==> src/rtl/evo_test_pkg.sv <==
// Shared types and defaults for the evolved-circuit test harness blocks.
// Sibling harness stages import this so they agree on sweep timing.
package evo_test_pkg;

  typedef enum logic [1:0] {
    IDLE   = 2'd0,
    SETTLE = 2'd1,
    SAMPLE = 2'd2,
    DONE   = 2'd3
  } state_e;

  localparam int DEFAULT_IN_WIDTH      = 4;
  localparam int DEFAULT_SETTLE_CYCLES = 16;
  localparam int DEFAULT_SAMPLES       = 8;

  function automatic int num_vectors(input int in_width);
    return 1 << in_width;
  endfunction

endpackage

==> src/rtl/sync_2ff.sv <==
// Two-flop synchronizer for a single asynchronous bit, cleared by a
// synchronous active-high reset.
module sync_2ff (
  input  logic clk,
  input  logic reset,
  input  logic d,
  output logic q
);

  logic meta_q, meta_d;
  logic sync_q, sync_d;

  always_comb begin
    meta_d = d;
    sync_d = meta_q;
  end

  // NOTE: sequential state uses non-blocking assignments so every flop
  // samples the pre-edge value of its neighbour; blocking here would
  // collapse the two stages into one.
  always_ff @(posedge clk) begin
    if (reset) begin
      meta_q <= 1'b0;
      sync_q <= 1'b0;
    end else begin
      meta_q <= meta_d;
      sync_q <= sync_d;
    end
  end

  assign q = sync_q;

endmodule

==> src/rtl/truth_table_sampler.sv <==
// Sweeps every input vector into a combinational CUT, lets it settle, then
// samples its output repeatedly to build a truth table and instability mask.
module truth_table_sampler
  import evo_test_pkg::*;
#(
  parameter  int IN_WIDTH      = DEFAULT_IN_WIDTH,
  parameter  int SETTLE_CYCLES = DEFAULT_SETTLE_CYCLES,
  parameter  int SAMPLES       = DEFAULT_SAMPLES,
  localparam int NUM_VECTORS   = num_vectors(IN_WIDTH)
) (
  input  logic                   clk,
  input  logic                   reset,
  input  logic                   start,
  output logic [IN_WIDTH-1:0]    cut_in,
  input  logic                   cut_out,
  output logic                   busy,
  output logic                   done,
  output logic                   result_valid,
  output logic [NUM_VECTORS-1:0] truth_table,
  output logic [NUM_VECTORS-1:0] unstable_mask
);

  localparam int CNT_MAX = (SETTLE_CYCLES > SAMPLES) ? SETTLE_CYCLES : SAMPLES;
  localparam int CNT_W   = $clog2(CNT_MAX);

  localparam logic [CNT_W-1:0]  SETTLE_LAST = CNT_W'(SETTLE_CYCLES - 1);
  localparam logic [CNT_W-1:0]  SAMPLE_LAST = CNT_W'(SAMPLES - 1);
  localparam logic [IN_WIDTH:0] VEC_LAST    = (IN_WIDTH + 1)'(NUM_VECTORS - 1);

  state_e                 state_q, state_d;
  logic [CNT_W-1:0]       cnt_q, cnt_d;
  logic [IN_WIDTH:0]      vec_q, vec_d;
  logic [IN_WIDTH-1:0]    cut_in_q, cut_in_d;
  logic                   sample_ref_q, sample_ref_d;
  logic [NUM_VECTORS-1:0] truth_table_q, truth_table_d;
  logic [NUM_VECTORS-1:0] unstable_mask_q, unstable_mask_d;
  logic                   result_valid_q, result_valid_d;

  logic                   sync_out;
  logic [IN_WIDTH-1:0]    vec_idx;
  logic [IN_WIDTH:0]      vec_next;

  sync_2ff u_sync_out (
    .clk   (clk),
    .reset (reset),
    .d     (cut_out),
    .q     (sync_out)
  );

  assign vec_idx  = vec_q[IN_WIDTH-1:0];
  assign vec_next = vec_q + 1'b1;

  // NOTE: every signal written below gets its hold value first, so no path
  // through the case leaves one unassigned and no latch is inferred.
  always_comb begin
    state_d         = state_q;
    cnt_d           = cnt_q;
    vec_d           = vec_q;
    cut_in_d        = cut_in_q;
    sample_ref_d    = sample_ref_q;
    truth_table_d   = truth_table_q;
    unstable_mask_d = unstable_mask_q;
    result_valid_d  = result_valid_q;

    unique case (state_q)
      IDLE: begin
        cut_in_d = '0;
        if (start) begin
          truth_table_d   = '0;
          unstable_mask_d = '0;
          result_valid_d  = 1'b0;
          vec_d           = '0;
          cnt_d           = '0;
          state_d         = SETTLE;
        end
      end

      SETTLE: begin
        if (cnt_q == SETTLE_LAST) begin
          cnt_d   = '0;
          state_d = SAMPLE;
        end else begin
          cnt_d = cnt_q + 1'b1;
        end
      end

      SAMPLE: begin
        // The first sample is the reference; later ones only flag divergence.
        if (cnt_q == '0) begin
          truth_table_d[vec_idx] = sync_out;
          sample_ref_d           = sync_out;
        end else if (sync_out != sample_ref_q) begin
          unstable_mask_d[vec_idx] = 1'b1;
        end

        if (cnt_q == SAMPLE_LAST) begin
          cnt_d = '0;
          if (vec_q == VEC_LAST) begin
            result_valid_d = 1'b1;
            state_d        = DONE;
          end else begin
            vec_d    = vec_next;
            cut_in_d = vec_next[IN_WIDTH-1:0];
            state_d  = SETTLE;
          end
        end else begin
          cnt_d = cnt_q + 1'b1;
        end
      end

      DONE: begin
        cut_in_d = '0;
        state_d  = IDLE;
      end

      default: state_d = IDLE;
    endcase
  end

  // NOTE: the result registers are reset along with the control state so an
  // aborted sweep never leaves partial tables visible on the outputs.
  always_ff @(posedge clk) begin
    if (reset) begin
      state_q         <= IDLE;
      cnt_q           <= '0;
      vec_q           <= '0;
      cut_in_q        <= '0;
      sample_ref_q    <= 1'b0;
      truth_table_q   <= '0;
      unstable_mask_q <= '0;
      result_valid_q  <= 1'b0;
    end else begin
      state_q         <= state_d;
      cnt_q           <= cnt_d;
      vec_q           <= vec_d;
      cut_in_q        <= cut_in_d;
      sample_ref_q    <= sample_ref_d;
      truth_table_q   <= truth_table_d;
      unstable_mask_q <= unstable_mask_d;
      result_valid_q  <= result_valid_d;
    end
  end

  assign cut_in        = cut_in_q;
  assign busy          = (state_q == SETTLE) || (state_q == SAMPLE);
  assign done          = (state_q == DONE);
  assign result_valid  = result_valid_q;
  assign truth_table   = truth_table_q;
  assign unstable_mask = unstable_mask_q;

endmodule

==> config.mk <==
export PLATFORM = sky130hd
export DESIGN_NAME = truth_table_sampler
export DESIGN_NICKNAME = d
export VERILOG_FILES = /design/src/rtl/evo_test_pkg.sv /design/src/rtl/sync_2ff.sv /design/src/rtl/truth_table_sampler.sv
export SDC_FILE = /design/constraint.sdc
export NUM_CORES = 1
export LEC_CHECK = 0
export CORE_UTILIZATION = 52
export CTS_CLUSTER_SIZE = 30
export DETAILED_ROUTE_END_ITERATION = 6
export GPL_TIMING_DRIVEN = 0
export PLACE_DENSITY = 0.84
export SLEW_MARGIN = 0
export SYNTH_ARGS = -nofsm -noshare
export SYNTH_HDL_FRONTEND = slang
export SYNTH_HIERARCHICAL = 1
export SYNTH_SLANG_ARGS = --single-unit
==> constraint.sdc <==
create_clock -name clk -period 2.4 [get_ports clk]
set_input_delay 0.72 -clock clk [delete_from_list [all_inputs] [get_ports clk]]
set_output_delay 0.72 -clock clk [all_outputs]
set_load 0.05 [all_outputs]
==> metrics.md, run 1 <==
| Metric | Value |
|---|---|
| Final net count | `342` |
| Worst VDD drop | `0.597 mV` |
| Clock sinks | `51` |
| Final WL | `around 5400 um` |
| CP startpoint | `cut_in[2]$_SDFFE_PP0P_` |
| H-Tree Depth | `2` |
| I/O Pins | `43` |
| DRC violations left | `0` |
| Crit-path max FO | `3` |
| Vias in the first global route | `2077` |
| Via density per instance | `around 5.8` |
| CP top delay family | `buffers and inverters` |
| Count leader, synth | `dfxtp_1` |
| Area Overhead vs Synth | `23.8%` |
| Synth top cells by count | `dfxtp_1, nand2_1, o21ai_1` |
| Worst-skew pair later-pin latency | `300 ps` |
| DRT antenna net count | `0` |
| DRC marker count from the first detailed-route iteration | `between 150 and 200` |
| Critical path's largest stage delay | `between 800 and 900 ps` |
| Wire per inst | `14.3 um` |
| Yosys top cell by area | `dfxtp_1` |
| Minimum clock period | `2210 ps` |
| Sequential share of the synthesized area | `between 40% and 50%` |
| Flop-to-flop setup slack | `220 ps` |
| Setup TNS | `0 ps` |
| Reg power frac | `between 40% and 50%` |
| Pwr per Cell Area | `746 nW/um^2` |
| Yosys reg bits | `51` |
| Clk pwr share | `approximately a quarter` |
| Area post-placement | `2910 um^2` |
| Max-Cap Viols | `0` |
| Fin area | `around 3000 um^2` |
| Initial antenna violation count | `0` |
| RSZ-0062 raised after global routing | `false` |
| First-pass GRT wire length | `9260 um` |
| Fillers | `380` |
| Total die area | `4940 um^2` |
| Starting Density | `55.0%` |
| TritonCTS clock tree | `built` |
| Final Hold Vio Count | `0` |
| Grt ovf | `0` |
| Switching Share | `38.3%` |
| Final setup violation count | `0` |
| Post-synth cell types | `between 40 and 50` |
| Arrival time at the worst endpoint | `1490 ps` |
| CP max stage cell | `clkdlybuf4s50_1` |
| Synth async-reset ratio | `0%` |
| Top cell type's share of synthesized area | `42.1%` |
| Core area | `4410 um^2` |
| CP Capture Type | `primary output` |
| I/O Buffers | `42` |
| WP data required | `1680 ps` |
| Cells after Synth | `approximately 280` |
| Fmax | `0.453 GHz` |
| Die height | `70.3 um` |
| Worst hold path type | `flip-flop to flip-flop` |
| CP Class | `flip-flop to primary output` |
| Reg2reg start | `vec_q[0]$_SDFFE_PP0P_` |
| Count of pins over their slew limit | `0` |
| Drt pass-1 iters | `4` |
| Min-Delay Startpoint | `result_valid$_SDFFE_PP0P_` |
| Syn avg cell area | `between 8 and 9 um^2` |
| Row Count | `24` |
| Clk slew on worst S/H paths | `~90 ps` |
| Synthesized cell area | `between 2000 and 2500 um^2` |
| YS warnings | `6` |
| Bufs and invs on worst path | `1` |
| Ant diodes | `0` |
| Tcrit/Tclk final | `about 90%` |
| Sw Pwr | `0.000857 W` |
| Net Count, Synth | `294` |
| Final HPWL DP | `3990 um` |
| Max-Slew Margin vs Limit | `64.8%` |
| Startpoint class of the critical path | `flip-flop` |
| EDFF count, synth | `0` |
| Crit-path cells | `clkdlybuf4s50_1` |
| Clock tree root driver cell | `clkbuf_8` |
| P_int | `~0.0014 W` |
| Clock Skew | `around 5.0 ps` |
| GRT Resource Usage Total | `22.9%` |
| Dominant synthesized flop cell | `dfxtp_1` |
| Top cells by area, synth | `dfxtp_1, ha_1, o21ai_1` |
| Setup bufs post-CTS | `0` |
| GP Congestion | `between 0.9 and 1` |
| Run status | `completed` |
| Share of cells above drive strength 1 | `under 10%` |
| Largest net degree at the start of global routing | `15` |
| P_leak | `1.04 nW` |
| Clock buffer depth | `2` |
| CTS Buf Count | `5` |
| Worst Tran Pin Value | `between 500 and 600 ps` |
| Logic gate share of total power | `35.3%` |
| Via count | `2202` |
| Chip width | `about 70 um` |
per-layer routing:
layer  wire [um]  vias up  track usage [%]
li1            -     1104                -
met1        2570     1026             29.4
met2        2570       65             37.1
met3         247        7             4.33
met4          63        0             10.0
met5           0        -                0
state kept, by name (all words and copies together), names as in the netlist:
name               cells
u_sync_out/q           1
state_q                2
sample_ref_q           1
unstable_mask         16
u_sync_out/meta_q      1
cnt_q                  4
vec_q                  5
cut_in                 4
result_valid           1
truth_table           16
logic make-up (layout without fill, tap and decap cells):
| family | count (synthesis) | in the layout | synth area share [%] |
|---|---|---|---|
| compound gates | 86 | 86 | 23.4 |
| fa+ha+maj | 11 | 11 | 5.67 |
| mux | 6 | 6 | 2.48 |
| flops | 51 | 51 | 42.1 |
| simple gates | 94 | 94 | 20.0 |
| xor+xnor | 3 | 3 | 1.08 |
| buf+inv | 28 | 77 | 5.31 |
power groups by stage:
stage                     sequential [W]  combinational, W  clock [W]
after detailed placement        0.000935          0.000798          0
after global placement          0.000934          0.000774          0
after floorplan                  0.00100          0.000532          0
after global routing            0.000921          0.000866   0.000578
final                           0.000914          0.000790   0.000535
after CTS                       0.000915          0.000795   0.000549
cells in the final DEF, fill, tap and decap left out, drive strengths merged, types with 6 or more instances in the layout:
master         synthesis  layout
buf                   13      13
dfxtp                 51      51
ha                    11      11
nor2                  10      10
nand3                 23      23
a21oi                 13      13
mux2i                  6       6
o211ai                16      16
inv                    7       7
o31ai                 15      15
clkdlybuf4s50          0      40
nand2                 31      31
nor2b                  7       7
clkbuf                 8      16
o21ai                 30      30
final timing paths:
path	to	cells past startpoint
min reg2reg	result_valid$_SDFFE_PP0P_	2
max	cut_in[2]	1
max reg2reg	vec_q[2]$_SDFFE_PP0P_	8
min	result_valid$_SDFFE_PP0P_	2
repair_timing:
item | 4_1_cts | 5_1_grt
hold buffers | 0 | 0
setup endpoints to repair | 5 | 9
hold endpoints to repair | 0 | 0
gates resized for setup | 3 | 2
area by class of cell:
class | count | area [um^2] | area share [%]
plain buffers | 20 | 100 | 3.33
multi-input cells | 200 | 1280 | 42.5
well taps | 52 | 65.1 | 2.17
clock buffers | 8 | 100 | 3.33
inverters | 7 | 26.3 | 0.875
flip-flops and latches | 51 | 1020 | 34.0
repair buffers | 42 | 414 | 13.8
metrics by stage:
step	std cells	hold slack (ps)	worst slack, ps	util (%)	total power, W
floorplan	279	414	390	-	0.00154
global placement	373	435	27.0	66.0	0.00171
detailed placement	373	437	-13.0	66.0	0.00173
CTS	381	451	26.2	68.2	0.00226
global route	380	468	28.0	68.0	0.00237
finish	380	444	191	68.0	0.00224
worst reg2reg max path, stage by stage (launching register included):
cell and delay, ps:
dfxtp_1 360, ha_1 330, and3_1 260, ha_1 230, nand4bb_1 200, clkbuf_2 210
nor4b_1 290, o21ai_1 100, a21oi_1 140
Power figures use the tool's default switching activity.
==> run 2, diff against run 1 <==
Settings changed: CORE_UTILIZATION 52 to 60, DONT_BUFFER_PORTS set to 1, PLACE_DENSITY 0.84 to 0.81.
==> metrics.md, run 2 (synthesized netlist as in run 1, its figures left out) <==
| Metric | Value |
|---|---|
| Run status | `completed` |
| Clk slew on worst S/H paths | `90 ps` |
| Final WL | `a little over 5000 um` |
| Final net count | `300` |
| Critical path's largest stage delay | `570 ps` |
| I/O Buffers | `0` |
| Drt pass-1 iters | `4` |
| Arrival time at the worst endpoint | `around 2500 ps` |
| DRC marker count from the first detailed-route iteration | `about 140` |
| Worst VDD drop | `0.603 mV` |
| Via count | `2058` |
| Worst hold margin | `459 ps` |
| Core area | `3770 um^2` |
| Crit-path cells | `inv_1 -> ha_1 -> clkbuf_2 -> o21ai_1 -> a311oi_1 -> o21ai_1 -> a21oi_1` |
| Setup bufs post-CTS | `0` |
| Minimum clock period | `between 2000 and 2500 ps` |
| DRC violations left | `0` |
| Most frequent cells in the layout | `dfxtp_1, nand2_1, o21ai_1` |
| Wire per inst | `15.5 um` |
| Sw Pwr | `0.000857 W` |
| Post-CTS Resized | `0` |
| Area Overhead vs Synth | `6.55%` |
| Min-Delay Startpoint | `u_sync_out/meta_q$_SDFF_PP0_` |
| GP Congestion | `0.822` |
| DRT antenna net count | `0` |
| Switching Share | `between 40% and 50%` |
| Area post-placement | `2490 um^2` |
| Final setup violation count | `0` |
| CP Class | `flip-flop to flip-flop` |
| Clock sinks | `51` |
| Grt ovf | `0` |
| Worst Hold End | `u_sync_out/q$_SDFF_PP0_` |
| Share of cells above drive strength 1 | `about a tenth` |
| Final HPWL DP | `3670 um` |
| Initial antenna violation count | `0` |
| Ant diodes | `0` |
| Worst hold path type | `flip-flop to flip-flop` |
| Worst reg2reg endpoint | `cnt_q[3]$_SDFFE_PP0P_` |
| Tcrit/Tclk final | `~92%` |
| Leading cell type in the layout, fill and taps excluded | `dfxtp_1` |
| Starting Density | `approximately 64%` |
| Clock tree root driver cell | `clkbuf_8` |
| Max-Cap Viols | `0` |
| Max-Slew Margin vs Limit | `63.9%` |
| Chip width | `65.6 um` |
| Overall power | `0.00214 W` |
| Fillers | `318` |
| CP max stage cell | `ha_1` |
| Logic gate share of total power | `a little over 30%` |
| Fmax | `0.453 GHz` |
| First-pass GRT wire length | `8640 um` |
| Via density per instance | `6.18` |
| WHS Path Cells | `1` |
| WP data required | `2640 ps` |
| Setup ws final | `193 ps` |
| Worst-skew pair later-pin latency | `310 ps` |
| GRT Resource Usage Total | `26.5%` |
| Reg2reg start | `state_q[1]$_SDFFE_PP0P_` |
| Worst Reg2Reg Path Length in Cells | `7` |
| Reg power frac | `about 46%` |
| CTS Buf Count | `5` |
| Count of pins over their slew limit | `0` |
| Die height | `65.6 um` |
| Hold buffers post-CTS | `0` |
| Largest net degree at the start of global routing | `16` |
| Clk pwr share | `22.8%` |
| H-Tree Depth | `2` |
| Startpoint class of the critical path | `flip-flop` |
| Total die area | `4300 um^2` |
| Clock buffer depth | `2` |
| Final Hold Vio Count | `0` |
| Pre-CTS setup slack | `70.5 ps` |
| Setup TNS | `0 ps` |
| Flop-to-flop setup slack | `190 ps` |
| Row Count | `22` |
| TritonCTS clock tree | `built` |
| Pwr per Cell Area | `827 nW/um^2` |
| Fin area | `between 2000 and 3000 um^2` |
| Most frequent CP cell | `o21ai_1` |
| P_int | `0.00128 W` |
| Crit-path max FO | `10` |
| CP startpoint | `state_q[1]$_SDFFE_PP0P_` |
| CP Capture Type | `flip-flop` |
| Clock Skew | `5.53 ps` |
| I/O Pins | `43` |
| P_leak | `0.880 nW` |
| Vias in the first global route | `1891` |
| Worst Tran Pin Value | `541 ps` |
## run 2: worst max-delay path: cells and delay by family, from the launching register on
family / cells / cell delay [ps]
fa+ha+maj: 1 / 570
flops: 1 / 420
compound gates: 4 / 750
buf+inv: 2 / 390
## run 2: worst max-delay path by stage
stage	end	slack (ps)
2_1_floorplan	cnt_q[3]$_SDFFE_PP0P_	390
3_3_place_gp	vec_q[1]$_SDFFE_PP0P_	90
3_5_place_dp	vec_q[1]$_SDFFE_PP0P_	70
4_1_cts	cut_in[1]$_SDFFE_PP0P_	50
5_1_grt	cnt_q[3]$_SDFFE_PP0P_	-0.6
6_report	cnt_q[3]$_SDFFE_PP0P_	190
## run 2: layout make-up
class	instances	area [um^2]	area share, %
inverters	7	26.3	1.02
flip-flops and latches	51	1020	39.5
clock inverters	2	13.8	0.532
clock buffers	5	68.8	2.66
plain buffers	20	100	3.87
multi-input cells	200	1290	50.1
well taps	48	60.1	2.32
## run 2: per-stage QoR
| step | cells | utilization, % |
|---|---|---|
| after floorplan | 279 | - |
| after global placement | 327 | 65.9 |
| after detailed placement | 327 | 65.9 |
| after CTS | 334 | 68.1 |
| after global routing | 333 | 68.5 |
| final | 333 | 68.5 |
## run 2: power by group through the flow
stage / logic, W / registers, W / clock network [W]
finish: 0.000658 / 0.000992 / 0.000488
floorplan: 0.000532 / 0.00100 / 0
CTS: 0.000651 / 0.000992 / 0.000491
global placement: 0.000637 / 0.00101 / 0
detailed placement: 0.000649 / 0.00101 / 0
global route: 0.000731 / 0.000998 / 0.000527
## run 2: metal layers
layer  track usage, %  routed length [um]
met1             35.4                2360
met2             39.9                2310
met3             8.51                 394
met4             8.70                  86
met5                0                   0
==> run 3, diff against run 2 <==
Settings changed: GPL_ROUTABILITY_DRIVEN set to 0, SYNTH_HIERARCHICAL 1 to unset.
==> metrics.md, run 3 <==
| Metric | Value |
|---|---|
| I/O Pins | `between 40 and 50` |
| Net Count, Synth | `a little under 300` |
| Worst hold path type | `flip-flop to flip-flop` |
| CP max stage cell | `ha_1` |
| Clock buffer depth | `2` |
| Area Overhead vs Synth | `6.38%` |
| Arrival time at the worst endpoint | `roughly 2500 ps` |
| First-pass GRT wire length | `about 8300 um` |
| Minimum clock period | `between 2000 and 2500 ps` |
| Ant diodes | `0` |
| RSZ-0062 raised after global routing | `false` |
| Critical path's largest stage delay | `between 500 and 600 ps` |
| Startpoint class of the critical path | `flip-flop` |
| Worst-skew pair later-pin latency | `310 ps` |
| Top cell type's share of synthesized area | `42.0%` |
| I/O Buffers | `0` |
| Most frequent cells in the layout | `dfxtp_1, nand2_1, o21ai_0, nand3_1, o211ai_1` |
| Setup TNS | `0 ps` |
| Count of pins over their slew limit | `0` |
| Grt ovf | `0` |
| CP Capture Type | `flip-flop` |
| Multi-input gate area | `1280 um^2` |
| Setup bufs post-CTS | `0` |
| Final HPWL DP | `~3600 um` |
| Pwr per Cell Area | `~840 nW/um^2` |
| Max-Slew Margin vs Limit | `63.5%` |
| Initial antenna violation count | `0` |
| Crit-path max FO | `10` |
| Crit-path cells | `inv_1 -> ha_1 -> buf_2 -> o21ai_0 -> a311oi_1 -> o21ai_0 -> a21oi_1` |
| EDFF count, synth | `0` |
| Non-filler cells in the finished layout | `334` |
| Total die area | `4310 um^2` |
| Via count | `2016` |
| Fmax | `0.452 GHz` |
| Most frequent CP cell | `o21ai_0` |
| Final setup violation count | `0` |
| Max-Cap Viols | `0` |
| Clk slew on worst S/H paths | `90 ps` |
| Dominant synthesized flop cell | `dfxtp_1` |
| Via density per instance | `6.04` |
| Top cells by area, synth | `dfxtp_1, ha_1, o211ai_1` |
| Clock tree root driver cell | `clkbuf_8` |
| GRT Resource Usage Total | `25.3%` |
| Post-synth cell types | `41` |
| P_leak | `0.882 nW` |
| CTS Buf Count | `5` |
| Starting Density | `64.5%` |
| Yosys top cell by area | `dfxtp_1` |
| Synth async-reset ratio | `0%` |
| Vias in the first global route | `1784` |
| Worst VDD drop | `0.821 mV` |
| Drt pass-1 iters | `4` |
| Yosys reg bits | `51` |
| DRC marker count from the first detailed-route iteration | `169` |
| Row Count | `22` |
| Wire per inst | `15.2 um` |
| WP data required | `2640 ps` |
| Hold buffers post-CTS | `0` |
| Fillers | `300` |
| YS warnings | `0` |
| Core area | `3770 um^2` |
| Clock Skew | `11.5 ps` |
| Tcrit/Tclk final | `between 90% and 100%` |
| Chip width | `about 66 um` |
| Final net count | `300` |
| CP Class | `flip-flop to flip-flop` |
| Placed Cells incl. Taps | `327` |
| Post-CTS Resized | `0` |
| Leading cell type in the layout, fill and taps excluded | `dfxtp_1` |
| Synth top cells by count | `dfxtp_1, nand2_1, nand3_1, o21ai_0, o211ai_1` |
| Synthesized cell area | `2430 um^2` |
| Share of cells above drive strength 1 | `9.09%` |
| Cells after Synth | `279` |
| Final Hold Vio Count | `0` |
| Sequential share of the synthesized area | `a little over two fifths` |
| H-Tree Depth | `2` |
| FF+latch area | `1020 um^2` |
| TritonCTS clock tree | `built` |
| Clock sinks | `51` |
| DRT antenna net count | `0` |
| Die height | `around 66 um` |
| Flop-to-flop setup slack | `between 150 and 200 ps` |
| Count leader, synth | `dfxtp_1` |
| Largest net degree at the start of global routing | `17` |
| Worst hold margin | `about 460 ps` |
| Worst Tran Pin Value | `546 ps` |
| DRC violations left | `0` |
| Syn avg cell area | `8.71 um^2` |
| Run status | `completed` |
| Final WL | `5070 um` |
## run 3: cell count changes after synthesis, sizes merged
cell	delta
clkbuf	+1
buf	-1
## run 3: worst paths after layout
check | from | endpoint | cells past startpoint
setup / recovery | state_q[1]$_SDFFE_PP0P_ | cnt_q[3]$_SDFFE_PP0P_ | 7
hold / removal | u_sync_out.meta_q$_SDFF_PP0_ | u_sync_out.q$_SDFF_PP0_ | 1
setup reg to reg | state_q[1]$_SDFFE_PP0P_ | cnt_q[3]$_SDFFE_PP0P_ | 7
hold reg to reg | u_sync_out.meta_q$_SDFF_PP0_ | u_sync_out.q$_SDFF_PP0_ | 1
## run 3: logic make-up (layout without fill, tap and decap cells)
group           count (synthesis)  count (layout)  synth area share (%)
compound gates                 86              86                  23.4
flops                          51              51                  42.0
fa+ha+maj                      11              11                  5.66
xor+xnor                        3               3                  1.08
mux                             6               6                  2.47
buf+inv                        28              35                  5.51
simple gates                   94              94                  19.9
## run 3: worst max-delay path: cells and delay by family (launching register included)
| kind | cells | cell delay [ps] |
|---|---|---|
| compound gates | 4 | 770 |
| fa+ha+maj | 1 | 570 |
| buf+inv | 2 | 390 |
| flops | 1 | 410 |
## run 3: where the power goes
part	internal (W)	switching (W)
Sequential	0.000884	0.000107
Combinational	0.000205	0.000452
Clock	0.000236	0.000291
## run 3: through the flow
stage	utilization [%]	power, W	cell area (um^2)	setup slack (ps)
4_1_cts	68.7	0.00218	2590	184
2_1_floorplan	-	0.00154	2430	426
3_3_place_gp	66.1	0.00165	2490	228
5_1_grt	68.6	0.00229	2590	20.1
3_5_place_dp	66.1	0.00166	2490	216
6_report	68.6	0.00217	2590	190
## run 3: cell type report
cell class	count	share of cell area [%]
buffer	20	4.02
tap	48	2.32
inverter	7	1.02
clock buffer	6	3.19
multi-input combinational	200	49.3
clock inverter	2	0.629
sequential	51	39.5
## run 3: metal layers
layer | track usage [%] | vias to the layer above | share of wire (%)
li1 | - | 1024 | -
met1 | 30.8 | 926 | 46
met2 | 41.8 | 61 | 46
met3 | 8.68 | 5 | 6.4
met4 | 7.61 | 0 | 0.97
met5 | 0 | - | 0
